$ cat config.mk
export PLATFORM = sky130hd
export DESIGN_NAME = fifo_reader
export DESIGN_NICKNAME = d
export VERILOG_FILES = /design/src/rtl/fifo_reader.sv
export SDC_FILE = /design/constraint.sdc
export NUM_CORES = 1
export LEC_CHECK = 0
export BUFFER_PORTS_ARGS = -buffer_cell sky130_fd_sc_hd__buf_2
export CORE_MARGIN = 5
export CORE_UTILIZATION = 40
export CTS_CLUSTER_DIAMETER = 200
export CTS_CLUSTER_SIZE = 14
export DETAILED_ROUTE_END_ITERATION = 16
export PLACE_DENSITY = 0.68
export SLEW_MARGIN = 20
export SYNTH_ARGS = -nofsm -noshare
export SYNTH_HDL_FRONTEND = slang
export SYNTH_SLANG_ARGS = --single-unit
$ cat constraint.sdc
create_clock -name clk -period 2.94 [get_ports clk]
set_clock_uncertainty 0.15 [all_clocks]
set_input_delay 0.147 -clock clk [delete_from_list [all_inputs] [get_ports clk]]
set_output_delay 0.147 -clock clk [all_outputs]
set_load 0.02 [all_outputs]
$ cat src/rtl/fifo_reader.sv
// Read-side controller for the synchronous FIFO: pops words, lands them in a 2-entry skid buffer, streams them out on valid/ready.
// Optional macro FIFO_READER_CNT_EN adds a saturating word_count of delivered words.
module fifo_reader #(
  parameter int DATA_WIDTH = 16,
  parameter int CNT_WIDTH  = 16
) (
  input  logic                  clk,
  input  logic                  reset,
  input  logic                  enable,
  input  logic                  fifo_empty,
  input  logic [DATA_WIDTH-1:0] fifo_data,
  output logic                  fifo_pop,
  output logic                  out_valid,
  input  logic                  out_ready,
  output logic [DATA_WIDTH-1:0] out_data,
  output logic                  busy,
  output logic [1:0]            dbg_state
`ifdef FIFO_READER_CNT_EN
  ,
  output logic [CNT_WIDTH-1:0]  word_count
`endif
);

  // Stream handshake: a word moves on every rising edge where out_valid & out_ready;
  // out_valid never depends on out_ready, and the word is held until taken.
  typedef enum logic [1:0] {
    IDLE  = 2'd0,
    RUN   = 2'd1,
    DRAIN = 2'd2
  } state_t;

  state_t                state, state_nxt;
  logic [1:0]            occ;
  logic                  inflight;
  logic [DATA_WIDTH-1:0] buf0, buf1;
  logic                  deq;
  logic [2:0]            pending;

  assign deq       = out_valid & out_ready;
  assign out_valid = (occ != 2'd0);
  assign out_data  = buf0;
  assign busy      = (state != IDLE);
  assign dbg_state = state;

  // Words already owed to the buffer after this cycle's dequeue; a pop is safe only if room stays for it.
  assign pending  = {1'b0, occ} + {2'b00, inflight} - {2'b00, deq};
  assign fifo_pop = (state == RUN) & enable & ~fifo_empty & (pending < 3'd2);

  always_ff @(posedge clk or negedge reset) begin
    if (!reset) state <= IDLE;
    else        state <= state_nxt;
  end

  always_comb begin
    state_nxt = state;
    case (state)
      IDLE:    if (enable) state_nxt = RUN;
      RUN:     if (!enable) state_nxt = DRAIN;
      DRAIN: begin
        if (enable)                          state_nxt = RUN;
        else if (occ == 2'd0 && !inflight)   state_nxt = IDLE;
      end
      default: state_nxt = IDLE;
    endcase
  end

  // buf0 is always the head; buf1 only ever holds the second word.
  always_ff @(posedge clk or negedge reset) begin
    if (!reset) begin
      occ      <= 2'd0;
      inflight <= 1'b0;
      buf0     <= '0;
      buf1     <= '0;
    end else begin
      inflight <= fifo_pop;
      case ({inflight, deq})
        2'b10: begin
          if (occ == 2'd0) buf0 <= fifo_data;
          else             buf1 <= fifo_data;
          occ <= occ + 2'd1;
        end
        2'b01: begin
          if (occ == 2'd2) buf0 <= buf1;
          occ <= occ - 2'd1;
        end
        2'b11: begin
          if (occ == 2'd1) begin
            buf0 <= fifo_data;
          end else begin
            buf0 <= buf1;
            buf1 <= fifo_data;
          end
        end
        default: ;
      endcase
    end
  end

`ifdef FIFO_READER_CNT_EN
  always_ff @(posedge clk or negedge reset) begin
    if (!reset)                          word_count <= '0;
    else if (deq && (word_count != '1))  word_count <= word_count + CNT_WIDTH'(1);
  end
`endif

endmodule
==> flow_summary_export.csv, run 1 <==
group,metric,value,unit
power_and_ir_drop,leakage,1.076,nW
placement,dpl.hpwl,2897,um
yosys,yosys_warnings,0,
yosys,yosys_most_used_dff,"dfrtp_1",
hold_path,whs_path_depth,4,
sta,timing.setup.tns,0,ps
sta,slew_headroom,0.4420,
routing,vias_per_cell,5.594,
hold_path,hold_path.class,"in -> reg",
sta,min_period,2729,ps
run_status,outcome,"finished clean",
cts,htree_levels,2,
yosys,synth_cell_types,32,
worst_setup_path,timing.reg2reg.setup_slack,440,ps
worst_setup_path,cp_slowest_cell,"fa_1",
sta,worstMarginPinSlew,837.0,ps
worst_setup_path,reg2reg_to,"buf1[13]",
sta,fin_crit_sh,0.9283,
global_routing,grtUsageTotal,0.1562,
routing,vias,1572,
global_routing,grt_pass1_wl,7576,um
cts,cts.path.max_buffers,2,
routing,drt_iter0_markers,105,
cts,numCtsBuffers,5,
finish,syn2layout_area_growth,34.12,%
power_and_ir_drop,ir_worst_vdd,568.1,uV
job,drv_cap,0,
floorplanning,die_width,77.16,um
sta,grt_setup_unrepaired,"false",
sta,hold_violations,0,
cts,cts_tree,"done",
sta,finalWorstSetupSlack,210.8,ps
worst_setup_path,cp_data_arrival_time,2430,ps
cts,cts_sinks,37,
finish,drive_gt1_frac,0.3362,
placement,gp_congestion,0.8068,
global_routing,grt_max_degree,38,
routing,wire_per_inst,15.81,um
worst_setup_path,r2r_cells,10,
yosys,syn_area_per_cell,10.87,um2
sta,setup_viol,0,
routing,final_antenna_net_count,0,
yosys,ys_seq_elements,37,
hold_path,hold_end,"occ[1]",
placement,pre_cts_ws,235.6,ps
power_and_ir_drop,p_clk_frac,0.215,
cts,clk_pin_slew,70,ps
global_routing,antenna_found_initial,0,
yosys,netlist_area,1804,um2
power_and_ir_drop,power,0.002417,W
worst_setup_path,cp-end-kind,"output port",
power_and_ir_drop,switching_share,0.3723,
yosys,synth_seq_area_share,0.5132,
finish,num_antenna_cells,0,
floorplanning,rows,24,
worst_setup_path,crit_buf_inv,3,
finish,postLayoutCellArea,2420,um2
floorplanning,coreArea,4354,um2
routing,drc,0,
yosys,syn_inst,166,
hold_path,min_from,"out_ready",
global_routing,grt_pass1_vias,1546,
worst_setup_path,critPathMaxStageDelay,480,ps
yosys,ys_async_sr_fraction,1.000,
sta,drv_slew,0,
power_and_ir_drop,p_seq_frac,0.355,
placement,placed_area,2071,um2
routing,drt_wl_total,4443,um
cts,cts_root_buf,"clkbuf_8",
power_and_ir_drop,p_per_area,999.0,nW/um2
floorplanning,initial_core_util,0.4144,
global_routing,grt-ovfl-total,0,
power_and_ir_drop,netSwitchingPower,0.0009000,W
worst_setup_path,critPathKind,"reg -> out",
routing,dr.pass1.iters,4,
placement,portBuffers,41,
worst_setup_path,rr_startpoint,"occ[1]",
finish,nets,255,
power_and_ir_drop,p_int,0.001517,W
worst_setup_path,cpLargestDelayFamily,"adder cells",
worst_setup_path,start_kind,"register",
floorplanning,dieArea,5954,um2
worst_setup_path,path_cells,"inv_1 > ha_2 > nor2b_2 > inv_2 > ha_4 > nand2_1 > fa_1 > nand3b_1 > nor3_4 > buf_2",
yosys,synth_nets,193,
worst_setup_path,cp_max_fo,6,
floorplanning,die_y,77.16,um
worst_setup_path,cp.required,2640,ps
cts,clkLatencyLatePin,290,ps
yosys,synth_edf_count,0,
floorplanning,io_pins,42,
sta,fmax,366.4,MHz
power_and_ir_drop,comb_power_share,0.429,
==> registers in the layout, indices dropped and copies added (netlist names) <==
name	count
buf1	16
out_data	16
dbg_state	2
occ	2
inflight	1
==> synthesized netlist by cell type, types with 2 or more instances <==
cell | count | area, um2
a31oi_1 | 32 | 200.2
nand3_1 | 16 | 80.08
buf_6 | 2 | 22.52
nand3b_1 | 2 | 15.01
a21oi_1 | 2 | 10.01
ha_1 | 5 | 62.56
nand2_1 | 2 | 7.510
o21ai_0 | 16 | 80.08
buf_2 | 3 | 15.01
mux2_2 | 11 | 123.9
mux2_1 | 5 | 56.30
xor2_1 | 2 | 17.52
clkbuf_1 | 7 | 26.28
nand2b_1 | 2 | 12.51
dfrtp_1 | 37 | 925.9
inv_1 | 6 | 22.52
==> area by class of cell <==
class,instances,area [um2]
sequential,37,925.9
clock buffer,5,68.82
timing repair buffer,68,455.4
inverter,7,26.28
fill,387,1934
multi-input combinational,109,813.3
tap,52,65.06
clock inverter,3,65.06
==> tightest hold or removal path: cells and delay by family <==
kind,cells,cell delay (ps)
xor gates and xnor gates,1,150
buffers and inverters,1,130
AOI/OAI and AO/OA,1,60
and+or+nand+nor,1,170
==> stage by stage <==
stage            util  cells  hold WS [ps]
6_report       0.5557    281         247.1
5_1_grt        0.5557    281         273.9
4_1_cts        0.5523    281         244.9
3_5_place_dp   0.4756    253         141.1
3_3_place_gp   0.4756    253         147.1
2_1_floorplan       -    166        -298.6
==> layer usage <==
metal	part of all wire	track usage	wire, um	vias to the layer above
met5	0	0	0	-
met4	0.012	0.04124	55	0
met3	0.053	0.04215	235	8
met2	0.49	0.2525	2182	51
met1	0.44	0.2059	1970	778
li1	-	-	-	735
==> cell families after synthesis <==
kind of cell | share of synthesized area
adder cells (fa/ha/maj) | 0.04577
multiplexers | 0.09986
buffers and inverters | 0.05201
flip-flops | 0.5132
XOR/XNOR | 0.01457
AND/OR/NAND/NOR | 0.09501
AO/OA/AOI/OAI | 0.1796
==> cells in the final DEF, fill, tap and decap left out <==
cell type and count:
mux2_2 11, inv_2 1, buf_4 8, and2_1 1
inv_1 6, nor3b_1 1, nand3_1 16, nand2b_1 2
xor2_1 2, dfrtp_1 37, clkbuf_8 5, buf_2 41
a21oi_2 1, bufinv_16 2, nor2b_2 1, xnor2_1 1
mux2_1 5, ha_2 1, ha_1 3, nor3_4 1
clkinv_2 1, o21ai_0 16, or2_2 1, or4b_1 1
nor2_1 1, dlygate4sd3_1 19, o211ai_1 1, fa_1 1
nand3b_1 2, ha_4 1, a21bo_2 1, a21oi_1 2
a31oi_1 32, and3_4 1, nand2_1 2, a21boi_0 1
==> timing repair <==
action	4_1_cts	5_1_grt
hold buffers	19	0
setup buffers	1	0
resized for setup	1	2
hold endpoints to repair	69	0
endpoints found under the setup margin	1	1
==> worst max-delay path by stage <==
stage | start | to | slack (ps) | cells past startpoint
floorplan | occ[1] | buf1[10] | 80 | 11
global placement | occ[0] | fifo_pop | 320 | 10
detailed placement | occ[0] | fifo_pop | 240 | 10
CTS | occ[0] | fifo_pop | 40 | 10
global route | occ[0] | fifo_pop | 30 | 10
finish | occ[0] | fifo_pop | 210 | 10
==> power groups by stage <==
stage	combinational [W]	clock (W)	sequential (W)
6_report	0.00104	0.000521	0.000858
5_1_grt	0.00115	0.000557	0.000884
4_1_cts	0.00104	0.000531	0.000860
3_5_place_dp	0.00100	0	0.000873
3_3_place_gp	0.000979	0	0.000865
2_1_floorplan	0.000569	0	0.00100
Note: power is estimated with default switching activity, not from simulation.
==> run 2, diff against run 1 <==
--- a/config.mk
+++ b/config.mk
@@ -6,12 +6,13 @@
 export NUM_CORES = 1
 export LEC_CHECK = 0
 export BUFFER_PORTS_ARGS = -buffer_cell sky130_fd_sc_hd__buf_2
+export CORE_ASPECT_RATIO = 1.5
 export CORE_MARGIN = 5
 export CORE_UTILIZATION = 40
 export CTS_CLUSTER_DIAMETER = 200
 export CTS_CLUSTER_SIZE = 14
 export DETAILED_ROUTE_END_ITERATION = 16
-export PLACE_DENSITY = 0.68
+export PLACE_DENSITY = 0.65
 export SLEW_MARGIN = 20
 export SYNTH_ARGS = -nofsm -noshare
 export SYNTH_HDL_FRONTEND = slang
==> constraint.sdc (replaced) <==
create_clock -name clk -period 3 [get_ports clk]
set_clock_uncertainty 0.15 [all_clocks]
set_input_delay 0.15 -clock clk [delete_from_list [all_inputs] [get_ports clk]]
set_output_delay 0.15 -clock clk [all_outputs]
set_load 0.02 [all_outputs]
==> flow_summary_export.csv, run 2 (synthesis results as in run 1) <==
group,metric,value,unit
cts,cts_tree,"done",
power_and_ir_drop,p_per_area,958.3,nW/um2
cts,clk_pin_slew,70,ps
sta,finalWorstSetupSlack,202.0,ps
finish,fill_cells,404,
cts,htree_levels,2,
routing,vias_per_cell,5.649,
finish,drive_gt1_frac,0.3377,
worst_setup_path,reg2reg_to,"buf1[10]",
routing,drt_iter0_markers,138,
hold_path,min_from,"out_ready",
global_routing,grtUsageTotal,0.1626,
worst_setup_path,timing.reg2reg.setup_slack,330,ps
worst_setup_path,cp.required,2700,ps
finish,seq_area,927.1,um2
floorplanning,initial_core_util,0.4039,
cts,numCtsBuffers,5,
power_and_ir_drop,p_seq_frac,0.364,
global_routing,grt_pass1_wl,7569,um
finish,final_cell_mix,"buf_2 (41), dfrtp_1 (36), a31oi_1 (32)",
hold_path,hold_path.class,"in -> reg",
finish,num_antenna_cells,0,
power_and_ir_drop,power,0.002306,W
routing,wire_per_inst,15.98,um
worst_setup_path,cp_data_arrival_time,2500,ps
routing,drt_wl_total,4458,um
floorplanning,dieArea,5981,um2
power_and_ir_drop,netSwitchingPower,0.0008735,W
floorplanning,coreArea,4467,um2
worst_setup_path,start_kind,"register",
global_routing,grt_max_degree,38,
routing,dr.pass1.iters,4,
placement,gp_congestion,0.8198,
worst_setup_path,cp_max_fo,9,
sta,min_period,2798,ps
global_routing,grt-ovfl-total,0,
worst_setup_path,cp-end-kind,"output port",
worst_setup_path,critPathMaxStageDelay,380,ps
worst_setup_path,critPathKind,"reg -> out",
cts,cts_sinks,37,
sta,fin_crit_sh,0.9327,
power_and_ir_drop,switching_share,0.3788,
routing,vias,1576,
worst_setup_path,cp_slowest_cell,"dfrtp_1",
floorplanning,die_width,64.84,um
sta,drv_slew,0,
power_and_ir_drop,leakage,1.071,nW
sta,worstMarginPinSlew,832.2,ps
placement,dpl.hpwl,2942,um
finish,multi_input_area,802.0,um2
sta,hold_violations,0,
finish,layout_commonest_cell,"buf_2",
worst_setup_path,rr_startpoint,"occ[0]",
sta,slew_headroom,0.4452,
finish,nets,257,
placement,placed_area,2059,um2
sta,grt_setup_unrepaired,"false",
cts,cts.path.max_buffers,2,
cts,cts_root_buf,"clkbuf_8",
worst_setup_path,crit_buf_inv,3,
worst_setup_path,path_cells,"inv_1 > ha_1 > nor2b_1 > inv_2 > ha_4 > nand2_1 > fa_1 > xor2_1 > nor3_2 > buf_2",
finish,postLayoutCellArea,2406,um2
worst_setup_path,r2r_cells,10,
global_routing,antenna_found_initial,0,
routing,drc,0,
power_and_ir_drop,p_clk_frac,0.196,
sta,timing.setup.tns,0,ps
power_and_ir_drop,ir_worst_vdd,437.5,uV
placement,portBuffers,41,
power_and_ir_drop,comb_power_share,0.440,
worst_setup_path,cpLargestDelayFamily,"adder cells",
cts,clkLatencyLatePin,280,ps
sta,setup_viol,0,
placement,pre_cts_ws,290.7,ps
hold_path,hold_end,"occ[1]",
floorplanning,io_pins,42,
routing,final_antenna_net_count,0,
run_status,outcome,"finished clean",
floorplanning,die_y,92.26,um
job,drv_cap,0,
finish,syn2layout_area_growth,33.36,%
sta,fmax,357.4,MHz
hold_path,whs_path_depth,4,
global_routing,grt_pass1_vias,1605,
power_and_ir_drop,p_int,0.001432,W
floorplanning,rows,30,
==> run 2: changes by cell type in the layout (fill, tap and decap cells not counted), sizes merged <==
cell	before	now
buf	49	51
bufinv	2	1
clkbuf	5	6
clkinv	1	0
clkinvlp	0	1
==> run 2: power groups by stage <==
| stage | clock network (W) | logic (W) | registers, W |
|---|---|---|---|
| 2_1_floorplan | 0 | 0.000548 | 0.000983 |
| 3_3_place_gp | 0 | 0.000942 | 0.000853 |
| 3_5_place_dp | 0 | 0.000950 | 0.000860 |
| 4_1_cts | 0.000462 | 0.000972 | 0.000850 |
| 5_1_grt | 0.000488 | 0.00113 | 0.000869 |
| 6_report | 0.000452 | 0.00101 | 0.000839 |
==> run 2: worst max path at each step <==
stage / endpoint / cells past startpoint / slack, ps / startpoint
after CTS: fifo_pop / 10 / 20 / occ[1]
final: fifo_pop / 10 / 200 / occ[0]
after detailed placement: buf1[10] / 10 / 290 / occ[1]
after global placement: buf1[13] / 10 / 360 / occ[1]
after global routing: fifo_pop / 10 / 30 / occ[0]
after floorplan: inflight / 11 / 40 / occ[1]
==> run 2: cell type report <==
| cell class | instances | share of cell area |
|---|---|---|
| clock buffers | 6 | 0.03432 |
| clock inverters | 2 | 0.01560 |
| inverters | 7 | 0.01092 |
| multi-input cells | 109 | 0.3333 |
| flip-flops and latches | 37 | 0.3853 |
| well taps | 48 | 0.02496 |
| repair buffers | 70 | 0.1955 |
==> run 2: metal layers <==
metal  vias to the layer above  global-route usage  routed length, um
li1                        746                   -                  -
met1                       759              0.1821               1773
met2                        59              0.2852               2296
met3                        12             0.03186                250
met4                         0             0.08289                136
met5                         -                   0                  0
==> run 2: metrics by stage <==
step,utilization,cells,hold slack [ps]
6_report,0.5387,279,277.3
3_5_place_dp,0.4611,249,146.8
2_1_floorplan,-,166,-295.6
4_1_cts,0.5305,276,267.0
3_3_place_gp,0.4611,249,146.8
5_1_grt,0.5387,279,309.2
==> run 2: timing repair <==
action	4_1_cts	5_1_grt
hold buffers	19	0
resized for setup	0	2
setup endpoints to repair	0	1
hold endpoints to repair	63	0
buffers inserted	0	3
==> run 2: worst reg2reg max path: cells and delay by family, from the launching register on <==
| kind | cells | cell delay (ps) |
|---|---|---|
| and+or+nand+nor | 1 | 60 |
| buffers and inverters | 4 | 680 |
| AOI/OAI and AO/OA | 2 | 580 |
| adders and majority gates | 2 | 350 |
| muxes | 1 | 340 |
| DFF | 1 | 400 |
